**src/rtl/sram_array_ctrl_if.sv**
```systemverilog
// Request, response and RW0 macro signal bundle for sram_array_ctrl.
// master: requester plus array side; slave: the controller.
interface sram_array_ctrl_if #(
    parameter int unsigned ADDR_W = 7,
    parameter int unsigned WIDTH  = 22
);
    logic              r_valid;
    logic              r_ready;
    logic [ADDR_W-1:0] r_addr;
    logic              w_valid;
    logic [ADDR_W-1:0] w_addr;
    logic [WIDTH-1:0]  w_data;
    logic              w_mask;
    logic              resp_valid;
    logic [WIDTH-1:0]  resp_data;
    logic              init_done;
    logic [ADDR_W-1:0] RW0_addr;
    logic              RW0_en;
    logic              RW0_wmode;
    logic              RW0_wmask;
    logic [WIDTH-1:0]  RW0_wdata;
    logic [WIDTH-1:0]  RW0_rdata;

    modport master (
        output r_valid, r_addr, w_valid, w_addr, w_data, w_mask, RW0_rdata,
        input  r_ready, resp_valid, resp_data, init_done,
        input  RW0_addr, RW0_en, RW0_wmode, RW0_wmask, RW0_wdata
    );

    modport slave (
        input  r_valid, r_addr, w_valid, w_addr, w_data, w_mask, RW0_rdata,
        output r_ready, resp_valid, resp_data, init_done,
        output RW0_addr, RW0_en, RW0_wmode, RW0_wmask, RW0_wdata
    );
endinterface

```
**src/rtl/sram_array_ctrl.sv**
```systemverilog
// Single-port SRAM controller: zero-fill sweep after reset, then write-priority arbitration.
// Optional `SRAM_ARRAY_CTRL_HOLD_READ_EN keeps resp_data at the last read result between reads.
module sram_array_ctrl #(
    parameter int unsigned SETS         = 128,
    parameter int unsigned ADDR_W       = 7,
    parameter int unsigned WIDTH        = 22,
    parameter bit          SHOULD_RESET = 1'b1
) (
    input logic              clock,
    input logic              reset_n,
    sram_array_ctrl_if.slave bus
);
    typedef enum logic [0:0] {StInit, StIdle} state_e;

    state_e            r_state;
    state_e            w_state_d;
    logic [ADDR_W-1:0] r_init_cnt;
    logic [ADDR_W-1:0] w_init_cnt_d;
    logic              r_init_done;
    logic              w_init_done_d;
    logic              r_resp_valid;

    logic              w_sweep_last;
    logic              w_r_ready;
    logic              w_rd_fire;
    logic              w_rw0_en;
    logic              w_rw0_wmode;
    logic              w_rw0_wmask;
    logic [ADDR_W-1:0] w_rw0_addr;
    logic [WIDTH-1:0]  w_rw0_wdata;

    // Exact compare: counter wraps to 0 on the same edge the sweep ends.
    assign w_sweep_last = (r_init_cnt == ADDR_W'(SETS - 1));
    assign w_rd_fire    = bus.r_valid && w_r_ready;

    always_ff @(posedge clock) begin
        if (!reset_n) begin
            r_state      <= SHOULD_RESET ? StInit : StIdle;
            r_init_cnt   <= '0;
            r_init_done  <= !SHOULD_RESET;
            r_resp_valid <= 1'b0;
        end else begin
            r_state      <= w_state_d;
            r_init_cnt   <= w_init_cnt_d;
            r_init_done  <= w_init_done_d;
            r_resp_valid <= w_rd_fire;
        end
    end

    always_comb begin
        w_state_d     = r_state;
        w_init_cnt_d  = r_init_cnt;
        w_init_done_d = r_init_done;
        w_r_ready     = 1'b0;
        w_rw0_en      = 1'b0;
        w_rw0_wmode   = 1'b0;
        w_rw0_wmask   = 1'b0;
        w_rw0_addr    = '0;
        w_rw0_wdata   = '0;
        // Macro stays quiet and no request is accepted while reset is held.
        if (reset_n) begin
            unique case (r_state)
                StInit: begin
                    w_rw0_en     = 1'b1;
                    w_rw0_wmode  = 1'b1;
                    w_rw0_wmask  = 1'b1;
                    w_rw0_addr   = r_init_cnt;
                    w_init_cnt_d = r_init_cnt + ADDR_W'(1);
                    if (w_sweep_last) begin
                        w_state_d     = StIdle;
                        w_init_done_d = 1'b1;
                    end
                end
                StIdle: begin
                    w_r_ready = r_init_done && !bus.w_valid;
                    if (bus.w_valid) begin
                        w_rw0_en    = 1'b1;
                        w_rw0_wmode = 1'b1;
                        w_rw0_wmask = bus.w_mask;
                        w_rw0_addr  = bus.w_addr;
                        w_rw0_wdata = bus.w_data;
                    end else if (bus.r_valid) begin
                        w_rw0_en   = 1'b1;
                        w_rw0_addr = bus.r_addr;
                    end
                end
                default: w_state_d = StInit;
            endcase
        end
    end

    assign bus.r_ready    = w_r_ready;
    assign bus.init_done  = r_init_done;
    assign bus.resp_valid = r_resp_valid;
    assign bus.RW0_en     = w_rw0_en;
    assign bus.RW0_wmode  = w_rw0_wmode;
    assign bus.RW0_wmask  = w_rw0_wmask;
    assign bus.RW0_addr   = w_rw0_addr;
    assign bus.RW0_wdata  = w_rw0_wdata;

`ifdef SRAM_ARRAY_CTRL_HOLD_READ_EN
    logic [WIDTH-1:0] r_hold;

    always_ff @(posedge clock) begin
        if (!reset_n) begin
            r_hold <= '0;
        end else if (r_resp_valid) begin
            r_hold <= bus.RW0_rdata;
        end
    end

    assign bus.resp_data = r_resp_valid ? bus.RW0_rdata : r_hold;
`else
    assign bus.resp_data = bus.RW0_rdata;
`endif
endmodule

```
**src/flat_wrapper.sv**
```systemverilog
// flat-port wrapper written by rule: the top's interface ports become plain ports
module sram_array_ctrl_flat 
#(
    parameter int unsigned SETS         = 128,
    parameter int unsigned ADDR_W       = 7,
    parameter int unsigned WIDTH        = 22,
    parameter bit          SHOULD_RESET = 1'b1
)
  (clock, reset_n, bus_r_valid, bus_r_addr, bus_w_valid, bus_w_addr, bus_w_data, bus_w_mask, bus_RW0_rdata, bus_r_ready, bus_resp_valid, bus_resp_data, bus_init_done, bus_RW0_addr, bus_RW0_en, bus_RW0_wmode, bus_RW0_wmask, bus_RW0_wdata);
  sram_array_ctrl_if #(.ADDR_W(ADDR_W), .WIDTH(WIDTH)) bus_i ();
  input logic clock;
  input logic reset_n;
  input wire logic [$bits(bus_i.r_valid)-1:0] bus_r_valid;
  input wire logic [$bits(bus_i.r_addr)-1:0] bus_r_addr;
  input wire logic [$bits(bus_i.w_valid)-1:0] bus_w_valid;
  input wire logic [$bits(bus_i.w_addr)-1:0] bus_w_addr;
  input wire logic [$bits(bus_i.w_data)-1:0] bus_w_data;
  input wire logic [$bits(bus_i.w_mask)-1:0] bus_w_mask;
  input wire logic [$bits(bus_i.RW0_rdata)-1:0] bus_RW0_rdata;
  output wire logic [$bits(bus_i.r_ready)-1:0] bus_r_ready;
  output wire logic [$bits(bus_i.resp_valid)-1:0] bus_resp_valid;
  output wire logic [$bits(bus_i.resp_data)-1:0] bus_resp_data;
  output wire logic [$bits(bus_i.init_done)-1:0] bus_init_done;
  output wire logic [$bits(bus_i.RW0_addr)-1:0] bus_RW0_addr;
  output wire logic [$bits(bus_i.RW0_en)-1:0] bus_RW0_en;
  output wire logic [$bits(bus_i.RW0_wmode)-1:0] bus_RW0_wmode;
  output wire logic [$bits(bus_i.RW0_wmask)-1:0] bus_RW0_wmask;
  output wire logic [$bits(bus_i.RW0_wdata)-1:0] bus_RW0_wdata;
  assign bus_i.r_valid = bus_r_valid;
  assign bus_i.r_addr = bus_r_addr;
  assign bus_i.w_valid = bus_w_valid;
  assign bus_i.w_addr = bus_w_addr;
  assign bus_i.w_data = bus_w_data;
  assign bus_i.w_mask = bus_w_mask;
  assign bus_i.RW0_rdata = bus_RW0_rdata;
  assign bus_r_ready = bus_i.r_ready;
  assign bus_resp_valid = bus_i.resp_valid;
  assign bus_resp_data = bus_i.resp_data;
  assign bus_init_done = bus_i.init_done;
  assign bus_RW0_addr = bus_i.RW0_addr;
  assign bus_RW0_en = bus_i.RW0_en;
  assign bus_RW0_wmode = bus_i.RW0_wmode;
  assign bus_RW0_wmask = bus_i.RW0_wmask;
  assign bus_RW0_wdata = bus_i.RW0_wdata;
  sram_array_ctrl #(.SETS(SETS), .ADDR_W(ADDR_W), .WIDTH(WIDTH), .SHOULD_RESET(SHOULD_RESET)) u_core (.clock(clock), .reset_n(reset_n), .bus(bus_i));
endmodule
```
**config.mk**
```make
export PLATFORM = sky130hd
export DESIGN_NAME = sram_array_ctrl_flat
export DESIGN_NICKNAME = d
export VERILOG_FILES = /design/src/rtl/sram_array_ctrl_if.sv /design/src/rtl/sram_array_ctrl.sv /design/src/flat_wrapper.sv
export SDC_FILE = /design/constraint.sdc
export NUM_CORES = 1
export LEC_CHECK = 0
export ABC_AREA = 1
export CAP_MARGIN = 0
export CELL_PAD_IN_SITES_DETAIL_PLACEMENT = 0
export CELL_PAD_IN_SITES_GLOBAL_PLACEMENT = 1
export CORE_AREA = 2 2 86 88
export CTS_BUF_LIST = sky130_fd_sc_hd__clkbuf_16
export DETAILED_ROUTE_END_ITERATION = 12
export DIE_AREA = 0 0 88 90
export GPL_TIMING_DRIVEN = 1
export PLACE_DENSITY_LB_ADDON = 0.15
export SLEW_MARGIN = 25
export SYNTH_ARGS = -nofsm -noshare
export SYNTH_HDL_FRONTEND = slang
export SYNTH_SLANG_ARGS = --single-unit
export TNS_END_PERCENT = 50
```
**constraint.sdc**
```tcl
create_clock -name clock -period 1.4 [get_ports clock]
set_input_delay 0.35 -clock clock [delete_from_list [all_inputs] [get_ports clock]]
set_output_delay 0.35 -clock clock [all_outputs]
set_load 0.05 [all_outputs]
```
==> flow_metrics.env, run 1 <==
export IMPL_status="complete, but fails checks"
export IMPL_violations="negative setup slack"
export IMPL_final_hold_viol_count=0
export IMPL_ys_top_cells_by_area="dfxtp_1 20%, buf_4 17%, nor2_1 14%"
export IMPL_critPathLaunchType="register"
export IMPL_whs_ps=482
export IMPL_yosys_warnings=0
export IMPL_final_layout_size_suffix_gt1_frac=0.429
export IMPL_maxSlewViolCount=0
export IMPL_powerDensity_mw_per_mm2=436
export IMPL_ioPinCount=120
export IMPL_period_share=1.21
export IMPL_grt_use_total=0.102
export IMPL_cts_buffers=3
export IMPL_vias=1281
export IMPL_hp_class="reg -> reg"
export IMPL_n_antenna_cell=0
export IMPL_rsz0062_at_grt="true"
export IMPL_r2r_end="u_core.r_init_cnt[6]"
export IMPL_cts_tree="built"
export IMPL_ant_nets=0
export IMPL_antenna_found_initial=0
export IMPL_clockBufferDepth=2
export IMPL_placed_area_mm2=0.00239
export IMPL_postLayoutCellArea_mm2=0.00261
export IMPL_die_y_um=90
export IMPL_regToRegSetupSlack_ps=250
export IMPL_nNetsFinal=319
export IMPL_layout_common_cells="37 x clkdlybuf4s50_1, 35 x buf_12, 31 x inv_1"
export IMPL_portBuffers=75
export IMPL_fmax_mhz=591
export IMPL_rr_startpoint="u_core.r_init_cnt[0]"
export IMPL_syn2layout_area_growth_pct=155
export IMPL_drt_iter0_markers=44
export IMPL_via_per_inst=3.63
export IMPL_hold_path_depth=2
export IMPL_r2r_cells=7
export IMPL_avgRoutedWirePerCell_um=11.5
export IMPL_synth_fp_nets=239
export IMPL_grt_pass1_wl_um=6340
export IMPL_fillCellCount=722
export IMPL_routabilityCongestion=0.694
export IMPL_leakagePower_nw=1.12
export IMPL_cts_max_level=1
export IMPL_max_slew_margin_rel=0.825
export IMPL_worstSetupPathType="reg -> out"
export IMPL_setup_slack_ps=-291
export IMPL_first_global_vias=1264
export IMPL_synth_top_area_cell="dfxtp_1"
export IMPL_worstMarginPinSlew_ps=261
export IMPL_insertion_delay_ps=240
export IMPL_dieArea_mm2=0.00792
export IMPL_drcViolationCount=0
export IMPL_synth_top_area_share=0.196
export IMPL_start_util=0.146
export IMPL_num_rows=31
export IMPL_layout_commonest_cell="clkdlybuf4s50_1"
export IMPL_max_vdd_ir_drop_uv=590
export IMPL_clk_pin_slew_ps=40
export IMPL_crit_path_end_kind="output port"
export IMPL_synth_area_per_cell_um2=5.84
export IMPL_cts_root_buffer="clkbuf_16"
export IMPL_first_pass_iters=4
export IMPL_die_w_um=88
export IMPL_worstPathRequired_ps=1050
export IMPL_ys_ff_latch=10
export IMPL_coreArea_mm2=0.00702
export IMPL_grt_max_degree=9
export IMPL_endpoint="bus_RW0_wdata[11]"
export IMPL_cts_sinks=10
export IMPL_finalWirelength_um=4040
export IMPL_dp_hpwl_um=3400
export IMPL_grt_ovfl_total=0
export IMPL_finalSetupViolations=33
export IMPL_drv_cap=0
export IMPL_yosysSeqAreaShare=0.196
export IMPL_synth_cells=175
export IMPL_cp_max_fo=8
export IMPL_finalWorstPathRequiredPeriod_ps=1690
export IMPL_critPathArrivalTime_ps=1340
export IMPL_finClkSkew_ps=0.834
export IMPL_netlist_area_mm2=0.00102
export IMPL_ys_types=20
export IMPL_crit_start="u_core.r_state"
==> critical path, stage by stage (launching register included) <==
cell	delay [ps]
dfxtp_4	410
buf_4	140
nand3_4	110
buf_12	180
nor2_4	120
buf_12	140
==> cells in the mapped netlist <==
cell type  count
o211ai_1       3
ha_1           1
dfxtp_1       10
a31oi_1        1
buf_6          3
a21oi_1        5
buf_2          3
nand4_1        7
or2_2          1
inv_2          2
o21ai_0        1
inv_1         33
buf_4         23
nor2_2         1
nor2_4         1
nor3_1         2
nand2_1       21
nor2_1        37
nand3_1       19
nand3b_1       1
==> power breakdown <==
| part | total [mW] | switching (mW) | internal [mW] |
|---|---|---|---|
| Combinational | 0.322 | 0.137 | 0.185 |
| Sequential | 0.298 | 0.00654 | 0.292 |
| Clock | 0.516 | 0.141 | 0.375 |
==> metal layers <==
metal  global-route usage  vias up  part of all wire
li1                     -      671                 -
met1                0.127      552              0.42
met2                0.172       52              0.49
met3               0.0257        6             0.076
met4               0.0308        0             0.011
met5                    0        -                 0
==> stage by stage <==
| step | cells | total power [mW] | setup WS (ps) | setup TNS (ps) | util |
|---|---|---|---|---|---|
| final | 353 | 1.14 | -291 | -8380 | 0.371 |
| after global routing | 353 | 1.20 | -380 | -10850 | 0.371 |
| after CTS | 353 | 1.16 | -322 | -8890 | 0.371 |
| after detailed placement | 347 | 0.618 | -547 | -17010 | 0.340 |
| after global placement | 347 | 0.618 | -556 | -16730 | 0.340 |
| after floorplan | 175 | 0.587 | -226 | -2590 | - |
==> what timing repair did <==
action / in CTS / in global routing
setup buffers: 1 / 0
cloned: 1 / 0
hold buffers: 0 / 0
pin swaps: 2 / 4
resized for setup: 29 / 4
endpoints found under the setup margin: 33 / 33
==> state kept, by name, summed over array words and instances (netlist names) <==
| signal | count |
|---|---|
| u_core.bus.resp_valid | 1 |
| u_core.bus.init_done | 1 |
| u_core.r_init_cnt | 7 |
| u_core.r_state | 1 |
==> layout make-up <==
cell class	count	area [um^2]	share of cell area
Timing Repair Buffer	104	1370	0.526
Multi-Input combinational cell	101	687	0.264
Sequential cell	10	204	0.0783
Inverter	35	141	0.0542
Tap cell	99	124	0.0475
Clock buffer	3	75.1	0.0288
Clock inverter	1	3.75	0.00144
==> kinds of logic (layout without fill, tap and decap cells) <==
family | count (synthesis) | count (layout) | share of synthesized area
AND/OR/NAND/NOR | 90 | 90 | 0.389
adder cells (fa/ha/maj) | 1 | 1 | 0.0122
flip-flops | 10 | 10 | 0.196
AO/OA/AOI/OAI | 10 | 10 | 0.0575
buffers and inverters | 64 | 143 | 0.345
==> how the worst min path moves through the flow <==
| stage | endpoint | startpoint | slack, ps |
|---|---|---|---|
| finish | u_core.r_state | u_core.r_init_cnt[6] | 480 |
| global route | u_core.r_state | u_core.r_init_cnt[6] | 510 |
| CTS | u_core.r_state | u_core.r_init_cnt[6] | 480 |
| detailed placement | u_core.r_state | u_core.r_init_cnt[6] | 470 |
| global placement | u_core.r_state | u_core.r_init_cnt[6] | 470 |
| floorplan | u_core.r_state | u_core.r_init_cnt[6] | 450 |
Power figures use the tool's default switching activity.
==> run 2: changes to the inputs <==
SKIP_CTS_REPAIR_TIMING = 1   (was unset)
==> run 2 against run 1 <==
First-iteration DRC count fell by 25%. Combinational power barely moved. Core utilization rose by 0.53 points. Critical path type unchanged. Largest power group unchanged. Final cell count rose by 0.57%. The flow still finishes with violations (negative setup slack). Worst hold slack barely moved. Non-clock buffer count rose by 2.
==> flow_metrics.env, run 2 (synthesis results as in run 1) <==
export IMPL_final_hold_viol_count=0
export IMPL_critPathLaunchType="register"
export IMPL_top_register="u_core.r_init_cnt"
export IMPL_max_slew_margin_rel=0.806
export IMPL_die_y_um=90
export IMPL_drv_cap=0
export IMPL_rr_startpoint="u_core.r_init_cnt[0]"
export IMPL_setup_slack_ps=-298
export IMPL_finalSetupViolations=33
export IMPL_max_vdd_ir_drop_uv=589
export IMPL_num_rows=31
export IMPL_first_global_vias=1237
export IMPL_postLayoutCellArea_mm2=0.00264
export IMPL_grt_pass1_wl_um=6180
export IMPL_finalWorstPathRequiredPeriod_ps=1700
export IMPL_routabilityCongestion=0.694
export IMPL_finClkSkew_ps=0.916
export IMPL_vias=1286
export IMPL_clk_pin_slew_ps=40
export IMPL_maxSlewViolCount=0
export IMPL_regToRegSetupSlack_ps=250
export IMPL_first_pass_iters=3
export IMPL_largest_reg_flops=7
export IMPL_ioPinCount=120
export IMPL_n_antenna_cell=0
export IMPL_insertion_delay_ps=240
export IMPL_critPathArrivalTime_ps=1350
export IMPL_start_util=0.146
export IMPL_slowest_stage="dfxtp_4"
export IMPL_grt_max_degree=17
export IMPL_r2r_end="u_core.r_init_cnt[6]"
export IMPL_syn2layout_area_growth_pct=159
export IMPL_finalWirelength_um=4070
export IMPL_fmax_mhz=589
export IMPL_hold_path_depth=2
export IMPL_clockBufferDepth=2
export IMPL_final_util=0.377
export IMPL_powerDensity_mw_per_mm2=430
export IMPL_max_stage_delay_ps=390
export IMPL_cp_max_fo=8
export IMPL_dp_hpwl_um=3400
export IMPL_portBuffers=75
export IMPL_cts_sinks=10
export IMPL_leakagePower_nw=1.15
export IMPL_path_cells="buf_4 > nand3_4 > clkbuf_16 > nor2_4 > buf_12"
export IMPL_worstMarginPinSlew_ps=290
export IMPL_placed_area_mm2=0.00239
export IMPL_hp_class="reg -> reg"
export IMPL_cts_tree="built"
export IMPL_final_layout_size_suffix_gt1_frac=0.438
export IMPL_cts_root_buffer="clkbuf_16"
export IMPL_status="complete, but fails checks"
export IMPL_min_to="u_core.r_state"
export IMPL_drcViolationCount=0
export IMPL_worstSetupPathType="reg -> out"
export IMPL_die_w_um=88
export IMPL_coreArea_mm2=0.00702
export IMPL_grt_ovfl_total=0
export IMPL_via_per_inst=3.62
export IMPL_worstPathRequired_ps=1050
export IMPL_violations="negative setup slack"
export IMPL_ant_nets=0
export IMPL_dieArea_mm2=0.00792
export IMPL_cts_buffers=3
export IMPL_hp_start="u_core.r_init_cnt[6]"
export IMPL_nNetsFinal=321
export IMPL_crit_path_end_kind="output port"
export IMPL_r2r_cells=7
export IMPL_avgRoutedWirePerCell_um=11.5
export IMPL_antenna_found_initial=0
export IMPL_drt_iter0_markers=33
export IMPL_whs_ps=482
export IMPL_period_share=1.21
export IMPL_rsz0062_at_grt="true"
export IMPL_cts_max_level=1
export IMPL_layout_common_cells="37 x clkdlybuf4s50_1, 37 x buf_12, 31 x inv_1"
export IMPL_grt_use_total=0.0992
## run 2: report_power, final
group          internal (mW)  switching, mW
Clock                  0.375          0.141
Combinational          0.185          0.138
Sequential             0.292        0.00655
## run 2: stage by stage
step | worst slack, ps | total power, mW | setup TNS, ps | std cells
2_1_floorplan | -226 | 0.587 | -2590 | 175
3_3_place_gp | -556 | 0.618 | -16730 | 347
3_5_place_dp | -547 | 0.618 | -17010 | 347
4_1_cts | -550 | 1.14 | -16790 | 351
5_1_grt | -370 | 1.20 | -10560 | 355
6_report | -298 | 1.14 | -8050 | 355
## run 2: critical path, delay by kind of cell, from the launching register on
kind                   cells  cell delay, ps
buffers and inverters      3             490
flip-flops                 1             390
AND/OR/NAND/NOR            2             230
## run 2: how the worst max path moves through the flow
stage	start	end	slack [ps]	cells after the start
floorplan	u_core.r_state	bus_RW0_addr[4]	-230	3
global placement	reset_n	bus_RW0_addr[1]	-560	5
detailed placement	reset_n	bus_RW0_addr[1]	-550	5
CTS	reset_n	bus_RW0_addr[1]	-550	5
global route	u_core.r_state	bus_RW0_addr[4]	-370	6
finish	u_core.r_state	bus_RW0_wdata[11]	-300	5
## run 2: final cells by class
cell class	instances	area, um^2
Sequential cell	10	204
Timing Repair Buffer	106	1400
Clock buffer	3	75.1
Inverter	35	141
Multi-Input combinational cell	101	697
Fill cell	726	4380
Tap cell	99	124
Clock inverter	1	3.75
## run 2: per-layer routing
layer | wire length, um | vias to the layer above | global-route usage
li1 | - | 677 | -
met1 | 1710 | 553 | 0.123
met2 | 2000 | 50 | 0.165
met3 | 308 | 6 | 0.0257
met4 | 46 | 0 | 0.0308
met5 | 0 | - | 0
==> RTL change 1, RTL diff (config.mk and constraints of run 2) <==
`SHOULD_RESET` is set to 1'b1 in 2 places; all go to 1'b0.
--- a/src/rtl/sram_array_ctrl.sv
+++ b/src/rtl/sram_array_ctrl.sv
@@ -6,3 +6,3 @@
     parameter int unsigned WIDTH        = 22,
-    parameter bit          SHOULD_RESET = 1'b1
+    parameter bit          SHOULD_RESET = 1'b0
 ) (
--- a/src/flat_wrapper.sv
+++ b/src/flat_wrapper.sv
@@ -6,3 +6,3 @@
     parameter int unsigned WIDTH        = 22,
-    parameter bit          SHOULD_RESET = 1'b1
+    parameter bit          SHOULD_RESET = 1'b0
 )
Behaviour: not the same (a bounded check fails within 4 cycles, from zero or initial values and one cycle with reset_n low).
==> RTL change 1 against run 2 <==
  * Sequential cell count is 1 lower
  * Critical endpoint is now bus_RW0_addr[4]
  * Final cell count is 7.0% lower
  * Setup slack improved by 0.048 ns
  * The run still ends with setup timing left
  * Clock skew grew 0.0038 ns
  * Fmax increased by 2.9%
  * Area after synthesis increased by 7.1%
  * Count of clock-buffer cells in the layout unchanged
  * Final area shrank 7.4%
  * Wire length is 15% lower
Power is not compared: it rests on default switching activity, and its combinational part moved more than twofold at a synthesized area within 25%.
==> RTL change 1: results <==
{
  "grt.total_usage_pct": 8.813,
  "synth_common_cells": "nand2_1 (31), inv_1 (26), buf_4 (23)",
  "vias": 1163,
  "largest_reg_flops": 7,
  "layout.nets": 296,
  "worst_slack_ns": -0.2494,
  "violations": "setup timing",
  "power.leakage_nw": 1.070,
  "wirelength_um": 3454,
  "cpPeakStageDelay_ns": 0.35,
  "grt_pass1_wl_um": 5602,
  "clockBufferDepth": 2,
  "drive_above_1_share_pct": 43.29,
  "synth_cells": 161,
  "critPathMaxFanout": 5,
  "yosys.cell_types.count": 18,
  "dp_cells": 326,
  "gp_congestion": 0.6382,
  "crit_arrival_ns": 1.30,
  "hpwlAfterDp_um": 2992,
  "cts_max_level": 1,
  "setup_violations": 33,
  "syn-num-nets": 225,
  "status": "finished with violations",
  "grt_max_degree": 10,
  "fin_worst_skew_ns": 0.004706,
  "initialDrtViolationCount": 14,
  "yosysSeqAreaShare_pct": 16.46,
  "fin_tns_setup_ns": -5.594,
  "clk_latency_ns": 0.23,
  "port_buffers": 74,
  "grt_pass1_vias": 1152,
  "fillers": 735,
  "synthTopCellsByArea": "nor2_4 (22%), dfxtp_1 (16%), buf_4 (16%)"
}
[RTL change 1: cell count changes after synthesis, moves of 2 or more]
cell	before	now
buf_12	0	2
buf_2	3	0
buf_6	3	0
inv_1	33	26
nand2_1	21	31
nand3_1	19	12
nand4_1	7	0
nor2_1	37	19
nor2_4	1	21
nor3_1	2	0
o21ai_0	1	4
[RTL change 1: through the flow]
step	worst slack (ns)	instance area [um^2]
2_1_floorplan	-0.2419	1156
3_3_place_gp	-0.6233	2330
3_5_place_dp	-0.6259	2330
4_1_cts	-0.6329	2409
5_1_grt	-0.3051	2449
6_report	-0.2494	2449
[RTL change 1: worst paths after layout]
path,endpoint,slack [ns],depth (start not counted),startpoint
worst min-delay path,u_core.r_state,0.51,2,u_core.r_init_cnt[6]
worst min register to register,u_core.r_state,0.51,2,u_core.r_init_cnt[6]
worst max-delay path,bus_RW0_addr[4],-0.25,5,u_core.r_state
worst max register to register,u_core.r_init_cnt[5],0.21,8,u_core.r_state
[RTL change 1: final cells by class]
type	count	area, um^2	area share [%]
flip-flops and latches	9	183.9	7.511
clock buffers	3	75.07	3.066
inverters	29	116.4	4.752
repair buffers	92	1279	52.22
clock inverters	1	3.754	0.1533
multi-input cells	97	666.9	27.24
well taps	99	123.9	5.059
[RTL change 1: per-layer routing]
layer	vias up	wire, um	global-route usage [%]
met4	0	29	1.923
met1	499	1592	11.80
met2	61	1546	14.02
li1	595	-	-
met3	8	286	2.388
met5	-	0	0
[RTL change 1: cell families (layout without fill, tap and decap cells)]
kind of cell | after synthesis | in the layout | synth area share [%]
AND/OR/NAND/NOR | 85 | 85 | 47.09
buffers and inverters | 55 | 125 | 29.94
AO/OA/AOI/OAI | 10 | 10 | 5.028
flip-flops | 9 | 9 | 16.46
adder cells (fa/ha/maj) | 1 | 1 | 1.143
other | 1 | 1 | 0.3425
[RTL change 1: power breakdown]
part | switching, mW | internal, mW | leakage [nW]
registers | 0.000891 | 0.257 | 0.0725
logic | 0.332 | 0.343 | 0.955
clock network | 0.120 | 0.373 | 0.0423
[RTL change 1: worst min-delay path, delay by kind of cell (launching register included)]
| kind | cells | cell delay (ns) |
|---|---|---|
| simple gates | 1 | 0.09 |
| compound gates | 1 | 0.06 |
| flops | 1 | 0.32 |
==> RTL change 2, RTL diff (flow settings as in run 2) <==
Made on the original files. `ADDR_W` is set to 7 in 3 places; all go to 6.
--- a/src/rtl/sram_array_ctrl_if.sv
+++ b/src/rtl/sram_array_ctrl_if.sv
@@ -3,3 +3,3 @@
 interface sram_array_ctrl_if #(
-    parameter int unsigned ADDR_W = 7,
+    parameter int unsigned ADDR_W = 6,
     parameter int unsigned WIDTH  = 22
--- a/src/rtl/sram_array_ctrl.sv
+++ b/src/rtl/sram_array_ctrl.sv
@@ -4,3 +4,3 @@
     parameter int unsigned SETS         = 128,
-    parameter int unsigned ADDR_W       = 7,
+    parameter int unsigned ADDR_W       = 6,
     parameter int unsigned WIDTH        = 22,
--- a/src/flat_wrapper.sv
+++ b/src/flat_wrapper.sv
@@ -4,3 +4,3 @@
     parameter int unsigned SETS         = 128,
-    parameter int unsigned ADDR_W       = 7,
+    parameter int unsigned ADDR_W       = 6,
     parameter int unsigned WIDTH        = 22,
Interface: changed (resized bus_RW0_addr, bus_r_addr and bus_w_addr); port bits go from 120 to 117. The function was not compared with the original's and may differ.
==> RTL change 2 against run 2 <==
  * The run still ends with setup timing left
  * Power shrank 5.8%
  * Combinational power decreased by 7.4%
  * Wire length decreased by 12%
  * Highest routed layer unchanged
  * Core utilization fell by 1.7 points
  * Critical endpoint is now bus_RW0_addr[0]
  * Fmax rose by 0.30%
  * Sequential cell count fell by 1
  * Area after synthesis shrank 8.2%
  * Final area down 4.5%
  * Global-route usage is 1.2 points lower
  * Setup slack gained 0.0050 ns
  * Worst hold slack improved by 0.039 ns
==> RTL change 2: results <==
{
  "fillers": 718,
  "largest_reg_flops": 6,
  "drive_above_1_share_pct": 51.33,
  "setup_violations": 32,
  "fin_cells": 325,
  "grt_pass1_vias": 1154,
  "fin_worst_skew_ns": 0.0004590,
  "gr-usage-met2_pct": 14.46,
  "cpPeakStageDelay_ns": 0.37,
  "status": "finished with violations",
  "hpwlAfterDp_um": 3005,
  "ir_drop_mv": 0.4579,
  "worst_slack_ns": -0.2927,
  "violations": "setup timing",
  "grt_use_met1_pct": 10.93,
  "synthTopCellsByArea": "dfxtp_1 (19%), buf_4 (18%), nor2_1 (11%)",
  "layout.nets": 289,
  "yosys.cell_types.count": 18,
  "grt_max_degree": 11,
  "initialDrtViolationCount": 19,
  "wirelength_um": 3574,
  "crit_path_end": "bus_RW0_addr[0]",
  "vias_per_cell": 3.560,
  "r2r_setup_slack_ns": 0.22,
  "dpl_cell_area_mm2": 0.002195,
  "pre_cts_ws_ns": -0.6113,
  "syn-num-nets": 214,
  "gp_congestion": 0.6584
}
[RTL change 2: cell types whose count changed after synthesis, moves of 2 or more]
cell,delta
nor2_1,-10
nor2_2,+9
inv_1,-7
nand4_1,-7
nand2_1,-4
buf_2,-3
nand3_1,-3
nor2_4,+2
[RTL change 2: cells by family after synthesis]
family | synth area share, %
adders and majority gates | 1.333
and+or+nand+nor | 40.93
AOI/OAI and AO/OA | 5.332
DFF | 19.20
buffers and inverters | 33.20
[RTL change 2: layer usage]
metal	routed length (um)	vias up	share of wire, %
li1	-	586	-
met1	1483	507	41
met2	1674	60	47
met3	380	4	11
met4	36	0	1.0
met5	0	-	0
[RTL change 2: metrics by stage]
step                util [%]  hold WS (ns)  TNS (ns)
finish                 35.97        0.5211    -7.118
floorplan                  -        0.4699    -3.711
global route           35.97        0.5474    -8.892
detailed placement     31.26        0.5154    -17.27
CTS                    32.38        0.5204    -17.31
global placement       31.26        0.5188    -17.17
[RTL change 2: worst min-delay path by stage]
stage	from	end	slack (ns)	cells past startpoint
floorplan	u_core.r_init_cnt[0]	u_core.r_init_cnt[0]	0.47	2
global placement	u_core.r_init_cnt[0]	u_core.r_init_cnt[0]	0.52	2
detailed placement	u_core.r_init_cnt[5]	u_core.r_init_cnt[5]	0.52	2
CTS	u_core.r_init_cnt[5]	u_core.r_init_cnt[5]	0.52	2
global route	u_core.r_init_cnt[0]	u_core.r_init_cnt[0]	0.55	2
finish	u_core.r_init_cnt[1]	u_core.r_init_cnt[1]	0.52	2
[RTL change 2: power by group]
group          switching, mW  internal (mW)  total [mW]  leakage [nW]
Combinational          0.132          0.168       0.300         0.955
Clock                  0.128          0.373       0.501        0.0423
Sequential           0.00689          0.263       0.270        0.0739
[RTL change 2: layout make-up]
class | instances | area (um^2) | area share [%]
clock inverters | 1 | 3.754 | 0.1487
multi-input cells | 89 | 715.7 | 28.34
well taps | 99 | 123.9 | 4.906
clock buffers | 3 | 75.07 | 2.973
repair buffers | 96 | 1305 | 51.68
flip-flops and latches | 9 | 183.9 | 7.284
inverters | 28 | 117.6 | 4.658
[RTL change 2: worst reg2reg max path: stages (launching register included)]
cell	delay, ns
dfxtp_1	0.32
buf_4	0.12
ha_1	0.19
nand2_1	0.07
nor2_1	0.18
nand3_1	0.09
nand2_1	0.07
nor2_1	0.03
